## config.mk

```make
export PLATFORM = sky130hd
export DESIGN_NAME = jk_counter_bank_flat
export DESIGN_NICKNAME = d
export VERILOG_FILES = /design/src/rtl/jk_counter_bank_pkg.sv /design/src/rtl/jk_counter_bank_if.sv /design/src/rtl/jk_counter_bank_cell.sv /design/src/rtl/jk_counter_bank.sv /design/src/flat_wrapper.sv
export SDC_FILE = /design/constraint.sdc
export NUM_CORES = 1
export LEC_CHECK = 0
export ABC_AREA = 1
export CAP_MARGIN = 20
export CORE_MARGIN = 2
export CORE_UTILIZATION = 45
export CTS_CLUSTER_DIAMETER = 80
export DETAILED_ROUTE_END_ITERATION = 10
export HOLD_SLACK_MARGIN = 0.08
export PLACE_DENSITY = 0.92
export SETUP_SLACK_MARGIN = 0.4
export SYNTH_ARGS = -nofsm -noshare
export SYNTH_HDL_FRONTEND = slang
export SYNTH_HIERARCHICAL = 1
export SYNTH_SLANG_ARGS = --single-unit
```

## constraint.sdc

```tcl
create_clock -name clk -period 3.6 [get_ports clk]
set_input_delay 0.36 -clock clk [delete_from_list [all_inputs] [get_ports clk]]
set_output_delay 0.36 -clock clk [all_outputs]
set_load 0.01 [all_outputs]
```

## src/rtl/jk_counter_bank_pkg.sv

```systemverilog
// Shared definitions for the JK counter bank: operating modes, JK cell actions
// and the single-cell next-state function.
package jk_counter_bank_pkg;

    typedef enum logic [1:0] {
        MODE_JK   = 2'b00,
        MODE_UP   = 2'b01,
        MODE_DOWN = 2'b10,
        MODE_LOAD = 2'b11
    } mode_e;

    // Encoded as {j, k}
    typedef enum logic [1:0] {
        JK_HOLD   = 2'b00,
        JK_CLEAR  = 2'b01,
        JK_SET    = 2'b10,
        JK_TOGGLE = 2'b11
    } jk_action_e;

    function automatic logic jk_next(input logic q, input logic j, input logic k);
        logic nxt;
        nxt = q;
        case (jk_action_e'({j, k}))
            JK_HOLD:   nxt = q;
            JK_CLEAR:  nxt = 1'b0;
            JK_SET:    nxt = 1'b1;
            JK_TOGGLE: nxt = ~q;
            default:   nxt = q;
        endcase
        return nxt;
    endfunction

endpackage

```

## src/rtl/jk_counter_bank_if.sv

```systemverilog
// Control/data bundle of the JK counter bank; the controller drives the
// operation, the bank returns its state and terminal-count pulse.
interface jk_counter_bank_if #(
    parameter int WIDTH = 8
);
    logic             en;
    logic [1:0]       mode;
    logic [WIDTH-1:0] j;
    logic [WIDTH-1:0] k;
    logic [WIDTH-1:0] d;
    logic [WIDTH-1:0] q;
    logic [WIDTH-1:0] qn;
    logic             tc;

    modport master (
        output en, mode, j, k, d,
        input  q, qn, tc
    );

    modport slave (
        input  en, mode, j, k, d,
        output q, qn, tc
    );

endinterface

```

## src/rtl/jk_counter_bank_cell.sv

```systemverilog
// Single JK flip-flop with synchronous reset value and a load path that
// overrides the J/K inputs.
module jk_cell
    import jk_counter_bank_pkg::*;
#(
    parameter logic RESET_BIT = 1'b0
) (
    input  logic clk,
    input  logic rst,
    input  logic i_j,
    input  logic i_k,
    input  logic i_load,
    input  logic i_d,
    output logic o_q,
    output logic o_qn
);

    logic r_q;

    always_ff @(posedge clk) begin
        if (rst)
            r_q <= RESET_BIT;
        else if (i_load)
            r_q <= i_d;
        else
            r_q <= jk_next(r_q, i_j, i_k);
    end

    assign o_q  = r_q;
    assign o_qn = ~r_q;

endmodule

```

## src/rtl/jk_counter_bank.sv

```systemverilog
// Vector of JK cells that acts as a per-bit JK register, up/down counter or
// parallel-load register, with a registered wrap pulse.
module jk_counter_bank
    import jk_counter_bank_pkg::*;
#(
    parameter int               WIDTH     = 8,
    parameter logic [WIDTH-1:0] RESET_VAL = '0
) (
    input  logic              clk,
    input  logic              rst,
    jk_counter_bank_if.slave  bus
);

    logic [WIDTH-1:0] w_q;
    logic [WIDTH-1:0] w_qn;
    logic [WIDTH-1:0] w_j;
    logic [WIDTH-1:0] w_k;
    logic [WIDTH-1:0] w_load;
    logic [WIDTH-1:0] w_d;
    logic [WIDTH-1:0] w_carry;
    logic [WIDTH-1:0] w_borrow;
    logic             w_tcNext;
    logic             r_tc;
    mode_e            w_mode;

    assign w_mode = mode_e'(bus.mode);

    // A cell toggles when every lower bit is 1 (counting up) or 0 (counting down)
    always_comb begin
        w_carry     = '0;
        w_borrow    = '0;
        w_carry[0]  = 1'b1;
        w_borrow[0] = 1'b1;
        for (int i = 1; i < WIDTH; i++) begin
            w_carry[i]  = w_carry[i-1] & w_q[i-1];
            w_borrow[i] = w_borrow[i-1] & w_qn[i-1];
        end
    end

    always_comb begin
        w_j      = '0;
        w_k      = '0;
        w_load   = '0;
        w_d      = '0;
        w_tcNext = 1'b0;
        if (bus.en) begin
            case (w_mode)
                MODE_JK: begin
                    w_j = bus.j;
                    w_k = bus.k;
                end
                MODE_UP: begin
                    w_j      = w_carry;
                    w_k      = w_carry;
                    w_tcNext = &w_q;
                end
                MODE_DOWN: begin
                    w_j      = w_borrow;
                    w_k      = w_borrow;
                    w_tcNext = &w_qn;
                end
                MODE_LOAD: begin
                    w_load = '1;
                    w_d    = bus.d;
                end
                default: ;
            endcase
        end
    end

    for (genvar gi = 0; gi < WIDTH; gi++) begin : g_cell
        jk_cell #(
            .RESET_BIT (RESET_VAL[gi])
        ) u_cell (
            .clk    (clk),
            .rst    (rst),
            .i_j    (w_j[gi]),
            .i_k    (w_k[gi]),
            .i_load (w_load[gi]),
            .i_d    (w_d[gi]),
            .o_q    (w_q[gi]),
            .o_qn   (w_qn[gi])
        );
    end

    always_ff @(posedge clk) begin
        if (rst)
            r_tc <= 1'b0;
        else
            r_tc <= w_tcNext;
    end

    assign bus.q  = w_q;
    assign bus.qn = w_qn;
    assign bus.tc = r_tc;

endmodule

```

## src/flat_wrapper.sv

```systemverilog
// flat-port wrapper written by rule: the top's interface ports become plain ports
module jk_counter_bank_flat import jk_counter_bank_pkg::*;
#(
    parameter int               WIDTH     = 8,
    parameter logic [WIDTH-1:0] RESET_VAL = '0
)
  (clk, rst, bus_en, bus_mode, bus_j, bus_k, bus_d, bus_q, bus_qn, bus_tc);
  jk_counter_bank_if #(.WIDTH(WIDTH)) bus_i ();
  input  logic clk;
  input  logic rst;
  input wire logic [$bits(bus_i.en)-1:0] bus_en;
  input wire logic [$bits(bus_i.mode)-1:0] bus_mode;
  input wire logic [$bits(bus_i.j)-1:0] bus_j;
  input wire logic [$bits(bus_i.k)-1:0] bus_k;
  input wire logic [$bits(bus_i.d)-1:0] bus_d;
  output wire logic [$bits(bus_i.q)-1:0] bus_q;
  output wire logic [$bits(bus_i.qn)-1:0] bus_qn;
  output wire logic [$bits(bus_i.tc)-1:0] bus_tc;
  assign bus_i.en = bus_en;
  assign bus_i.mode = bus_mode;
  assign bus_i.j = bus_j;
  assign bus_i.k = bus_k;
  assign bus_i.d = bus_d;
  assign bus_q = bus_i.q;
  assign bus_qn = bus_i.qn;
  assign bus_tc = bus_i.tc;
  jk_counter_bank #(.WIDTH(WIDTH), .RESET_VAL(RESET_VAL)) u_core (.clk(clk), .rst(rst), .bus(bus_i));
endmodule
```

==> flow_summary_export.csv, run 1 <==
group,metric,value,unit
routing,wl_per_cell,10.7,um
critical_path,cp-end-kind,"register",
timing,skew,7.67,ps
timing,finalCritPeriodShare,0.516,
clock_tree,cts.clk_slew.worst_paths,70,ps
power_and_ir_drop,seqPwrFrac,0.324,
placed_design,placement.io_buffers,45,
logic_synthesis,async_reset_ff_frac,0,
logic_synthesis,syn_avg_cell_area,5.14,um^2
clock_tree,cts_made_buffers,3,
critical_path,cp_max_fo,16,
routing,drt_iter0_drc,66,
clock_tree,cts_root_buffer,"clkbuf_4",
logic_synthesis,yosys.cell_count.top_type,"nand2_1",
clock_tree,cts_hold_buffers,0,
clock_tree,postCtsResizedCells,0,
timing,setup_tns,0,ps
critical_path,rr_endpoint,"u_core/g_cell[6].u_cell/o_q",
timing,rsz0062_at_grt,"false",
placed_design,placed_area,0.00159,mm^2
logic_synthesis,synth_edf_count,0,
logic_synthesis,synth_area_leaders,"nand2_1 20%, inv_1 19%, dfxtp_1 16%",
clock_tree,h-tree-depth,1,
floorplan,die_h,53.9,um
critical_path,slowest_stage,"clkdlybuf4s50_1",
floorplan,start_util,0.465,
cells_and_area,area_growth,43.8,%
power_and_ir_drop,clkPwrFrac,0.214,
clock_tree,cts_max_path_buffers,2,
power_and_ir_drop,ir_drop,0.170,mV
placed_design,dp_hpwl,2460,um
routing,first_pass_iters,4,
placed_design,gp_congestion,0.870,
timing,setup_ws,1740,ps
critical_path,r2r-start,"u_core/g_cell[0].u_cell/o_q",
routing,num_vias,1364,
logic_synthesis,synth_ff_type,"dfxtp_1",
logic_synthesis,yosysTopAreaCellShare,0.201,
critical_path,critPathLaunchType,"input pin",
critical_path,cpPeakStageDelay,480,ps
power_and_ir_drop,power.internal,0.235,mW
clock_tree,insertion_delay,260,ps
hold_path,holdPathStages,2,
floorplan,die_w,53.9,um
floorplan,die_area,0.00291,mm^2
logic_synthesis,yosysSeqAreaShare,0.161,
logic_synthesis,synth_area,0.00112,mm^2
clock_tree,postCtsSetupBuffers,0,
logic_synthesis,synth_cell_type_count,18,
critical_path,required,3760,ps
hold_path,holdCritStartpoint,"u_core/g_cell[7].u_cell/o_q",
timing,tightest_slew,477,ps
power_and_ir_drop,power.density,229,mW/mm^2
cells_and_area,fin_cells,294,
power_and_ir_drop,switchingPower,0.134,mW
global_route,grt_max_degree,17,
timing,maxSlewViolCount,0,
critical_path,reg2reg_slack,2160,ps
logic_synthesis,syn_nets,252,
timing,hold_violations,0,
timing,timing.fmax,0.538,GHz
global_route,grtUsageTotal,0.238,
placed_design,pre_cts_ws,1480,ps
clock_tree,tritoncts,"yes",
logic_synthesis,ys_ff_latch,9,
hold_path,hold_end,"u_core/bus.tc",
power_and_ir_drop,switching_share,0.363,
critical_path,r2r_cells,11,
critical_path,crit_family,"buffers and inverters",
floorplan,core_area,0.00241,mm^2
floorplan,fp-row-count,18,
critical_path,cp_data_arrival_time,2020,ps
cells_and_area,postLayoutCellArea,0.00161,mm^2
power_and_ir_drop,total_leakage_power,0.940,nW
timing,period_needed,1860,ps
critical_path,crit_buf_inv,5,
critical_path,crit_chain,"clkdlybuf4s50_1 -> inv_1 -> ha_1 -> nand2_1 -> nand3_1 -> nand2_1 -> inv_1 -> inv_1 -> nand2_1 -> nand3_1 -> nand2_1 -> inv_1",
cells_and_area,antennaDiodeCount,0,
critical_path,criticalPathCategory,"input pin to register",
logic_synthesis,postSynthCellCount,218,
floorplan,ioPinCount,46,
global_route,grt_pass1_vias,1234,
logic_synthesis,ys_warn_count,6,
routing,vias_per_cell,4.64,
clock_tree,clkSinkCount,9,
cells_and_area,nets,299,
routing,finalWirelength,3140,um
power_and_ir_drop,p_comb_frac,0.463,
global_route,overflow,0,
routing,drt_drc_violations_left,0,
timing,maxSlewHeadroom,0.682,
cells_and_area,drive_above_1_share,0.106,
logic_synthesis,synth_common_cells,"60 x nand2_1, 57 x inv_1, 29 x nor2_1, 21 x nand3_1, 11 x inv_2",
global_route,antenna_found_initial,0,
placed_design,dpl.cell_count,290,
flow_run,maxCapViolations,0,
global_route,grt_pass1_wl,5050,um
status,outcome,"finished, final reports clean",
logic_synthesis,yosysTopAreaCell,"nand2_1",
hold_path,hold_class,"register to register",
timing,finalSetupViolations,0,
routing,drtAntennaViolNets,0,
==> registers in the layout, indices dropped and copies added (netlist names) <==
name	flops
u_core/bus.tc	1
u_core/g_cell.u_cell/o_q	8
==> cells by family (layout without fill, tap and decap cells) <==
group           Yosys count  count (layout)  share of synthesized area
fa+ha+maj                 5               5                     0.0558
simple gates            127             127                      0.503
flops                     9               9                      0.161
buf+inv                  71             117                      0.249
compound gates            6               6                     0.0312
==> cell usage in the layout, fill, tap and decap left out <==
master	n
a21oi_1	3
nor2_2	1
nor2_1	29
o21ai_0	1
nand3_1	21
nor2_4	3
nand2_2	9
dfxtp_1	9
ha_1	5
inv_2	11
inv_1	57
clkbuf_1	1
clkdlybuf4s50_1	45
nand2_1	60
nand3_2	1
nand4_1	3
clkbuf_4	3
o211ai_1	2
==> layer usage <==
| layer | global-route usage | share of wire | vias up |
|---|---|---|---|
| li1 | - | - | 715 |
| met1 | 0.277 | 0.44 | 592 |
| met2 | 0.431 | 0.49 | 53 |
| met3 | 0.0361 | 0.063 | 4 |
| met4 | 0.0940 | 0.0057 | 0 |
| met5 | 0 | 0 | - |
==> how the worst max path moves through the flow <==
| stage | endpoint | slack [ps] | from | cells past startpoint |
|---|---|---|---|---|
| 3_3_place_gp | u_core/g_cell[1].u_cell/o_q | 1510 | bus_mode[0] | 12 |
| 3_5_place_dp | u_core/g_cell[1].u_cell/o_q | 1480 | bus_mode[0] | 12 |
| 2_1_floorplan | u_core/g_cell[5].u_cell/o_q | 2260 | bus_mode[0] | 12 |
| 5_1_grt | u_core/g_cell[5].u_cell/o_q | 1530 | bus_mode[0] | 12 |
| 6_report | u_core/g_cell[3].u_cell/o_q | 1740 | bus_mode[0] | 12 |
| 4_1_cts | u_core/g_cell[1].u_cell/o_q | 1760 | bus_mode[0] | 12 |
==> through the flow <==
step	util	total power, mW	hold slack, ps
finish	0.669	0.369	561
global route	0.669	0.395	573
CTS	0.669	0.371	564
detailed placement	0.658	0.290	546
global placement	0.658	0.286	541
floorplan	-	0.211	506
==> power groups by stage <==
| stage | combinational (mW) | sequential [mW] | clock (mW) |
|---|---|---|---|
| 4_1_cts | 0.170 | 0.119 | 0.0815 |
| 3_5_place_dp | 0.169 | 0.121 | 0 |
| 2_1_floorplan | 0.0893 | 0.122 | 0 |
| 6_report | 0.171 | 0.119 | 0.0789 |
| 5_1_grt | 0.190 | 0.120 | 0.0843 |
| 3_3_place_gp | 0.166 | 0.121 | 0 |
==> worst register-to-register path, cell delays in order (launching register included) <==
cell and delay (ps):
dfxtp_1 470, nand3_2 180, nor2_4 150, nand2_1 90
nand3_1 80, nand2_1 70, inv_1 80, inv_1 40
nand2_1 50, nand3_1 70, nand2_1 60, inv_1 30
==> final cells by class <==
| cell class | instances | area (um^2) |
|---|---|---|
| multi-input cells | 138 | 662 |
| inverters | 68 | 255 |
| fillers | 210 | 798 |
| clock buffers | 4 | 26.3 |
| repair buffers | 45 | 450 |
| flip-flops and latches | 9 | 180 |
| well taps | 30 | 37.5 |
(Power assumes the default switching activity.)
==> inputs of run 2 (changes only) <==
CORE_UTILIZATION = 39   (was 45)
PLACE_DENSITY = 0.86   (was 0.92)
clock period = 1.6 ns   (was 3.6 ns; I/O delays follow)
==> flow_summary_export.csv, run 2 (same netlist as run 1, synthesis figures left out) <==
group,metric,value,unit
global_route,antenna_found_initial,0,
timing,maxSlewHeadroom,0.770,
clock_tree,insertion_delay,250,ps
routing,finalWirelength,3890,um
clock_tree,cts_hold_buffers,0,
floorplan,die_w,57.6,um
clock_tree,tritoncts,"yes",
flow_run,maxCapViolations,0,
critical_path,criticalPathCategory,"register to register",
cells_and_area,area_growth,67.3,%
routing,drt_iter0_drc,142,
timing,tightest_slew,344,ps
clock_tree,cts_root_buffer,"clkbuf_4",
routing,top_layer,"met4",
floorplan,core_area,0.00273,mm^2
hold_path,hold_class,"input pin to register",
timing,period_needed,1360,ps
routing,wl_per_cell,12.5,um
timing,rsz0062_at_grt,"true",
power_and_ir_drop,total_leakage_power,1.10,nW
timing,finalSetupViolations,0,
critical_path,cpPeakStageDelay,390,ps
power_and_ir_drop,power.density,481,mW/mm^2
routing,dr_wl_met3,301,um
cells_and_area,largest_reg_flops,8,
cells_and_area,mostFrequentLayoutCell,"nand2_1",
status,outcome,"finished, final reports clean",
timing,maxSlewViolCount,0,
cells_and_area,drive_above_1_share,0.281,
routing,drt_drc_violations_left,0,
clock_tree,cts_made_buffers,3,
routing,num_vias,1453,
timing,hold-worst-slack,298,ps
routing,vias_per_cell,4.66,
critical_path,slowest_stage,"dfxtp_4",
critical_path,cp-end-kind,"register",
cells_and_area,antennaDiodeCount,0,
floorplan,start_util,0.410,
timing,finalCritPeriodShare,0.850,
global_route,grt_max_degree,17,
placed_design,gp_congestion,0.881,
global_route,grt_pass1_wl,5740,um
placed_design,dp_hpwl,2380,um
critical_path,crit_family,"simple AND/OR/NAND/NOR gates",
critical_path,critPathLaunchType,"register",
critical_path,cp_data_arrival_time,1510,ps
routing,first_pass_iters,4,
timing,hold_violations,0,
cells_and_area,nets,316,
cells_and_area,final_util,0.686,
routing,drtAntennaViolNets,0,
floorplan,die_h,57.6,um
timing,timing.fmax,0.735,GHz
global_route,grtUsageTotal,0.217,
critical_path,crit_chain,"buf_6 -> nand3_4 -> nor2_4 -> nand2_2 -> nand3_2 -> nand2_2 -> inv_2 -> inv_2 -> nand2_1 -> nand3_1 -> nand2_1 -> inv_1",
routing,met2WireLength,1830,um
critical_path,required,1750,ps
clock_tree,cts_max_path_buffers,2,
clock_tree,cts.clk_slew.worst_paths,60,ps
cells_and_area,final_cell_mix,"54 x nand2_1, 48 x inv_1, 28 x nor2_1",
clock_tree,clkSinkCount,9,
floorplan,die_area,0.00332,mm^2
floorplan,fp-row-count,19,
timing,skew,0.654,ps
critical_path,cp_max_fo,4,
routing,wl_met1,1690,um
power_and_ir_drop,p_total,0.903,mW
global_route,grt_pass1_vias,1314,
power_and_ir_drop,ir_drop,0.415,mV
clock_tree,h-tree-depth,1,
floorplan,ioPinCount,46,
global_route,overflow,0,
placed_design,placement.io_buffers,45,
critical_path,crit_buf_inv,4,
run 2: cell types whose count changed in the layout (fill, tap and decap cells not counted), sizes merged:
cell / change
clkdlybuf4s50: -20
dlygate4sd2: +17
dlymetal6s2s: +1
buf: +17
clkbuf: +2
run 2: per-stage QoR:
step,std cells,worst slack [ps],cell area (um^2),setup TNS [ps]
2_1_floorplan,218,401,1130,0
3_3_place_gp,297,-249,1650,-1830
3_5_place_dp,297,-344,1650,-2240
4_1_cts,308,290,1790,0
5_1_grt,312,117,1880,0
6_report,312,240,1880,0
run 2: path summary, 6_finish.rpt:
kind | start | end | slack, ps | depth (start not counted)
worst max register to register | u_core/g_cell[0].u_cell/o_q | u_core/g_cell[6].u_cell/o_q | 240 | 12
worst min register to register | u_core/g_cell[7].u_cell/o_q | u_core/bus.tc | 550 | 2
worst min-delay path | bus_en | u_core/bus.tc | 300 | 5
worst max-delay path | u_core/g_cell[0].u_cell/o_q | u_core/g_cell[6].u_cell/o_q | 240 | 12
run 2: final cells by class:
type	count	area [um^2]
fillers	213	858
multi-input cells	138	772
repair buffers	62	586
inverters	68	260
flip-flops and latches	9	193
well taps	31	38.8
clock buffers	4	26.3
run 2: timing repair:
item,4_1_cts,5_1_grt
buffers inserted,7,4
endpoints found under the setup margin,26,12
gates resized for setup,44,30
pin swaps,9,15
run 2: power breakdown:
part	total (mW)	switching [mW]	internal [mW]
combinational	0.465	0.241	0.224
clock	0.167	0.0717	0.0956
sequential	0.270	0.0266	0.244
run 2: tightest hold or removal path: stages:
cell	delay [ps]
dlymetal6s2s_1	140
inv_2	80
nor2_1	40
nand2_1	50
a21oi_1	30
run 2: routing by layer:
layer | up-vias | track usage
met5 | - | 0
met4 | 0 | 0.0698
met3 | 8 | 0.0112
met2 | 65 | 0.362
met1 | 629 | 0.301
li1 | 751 | -
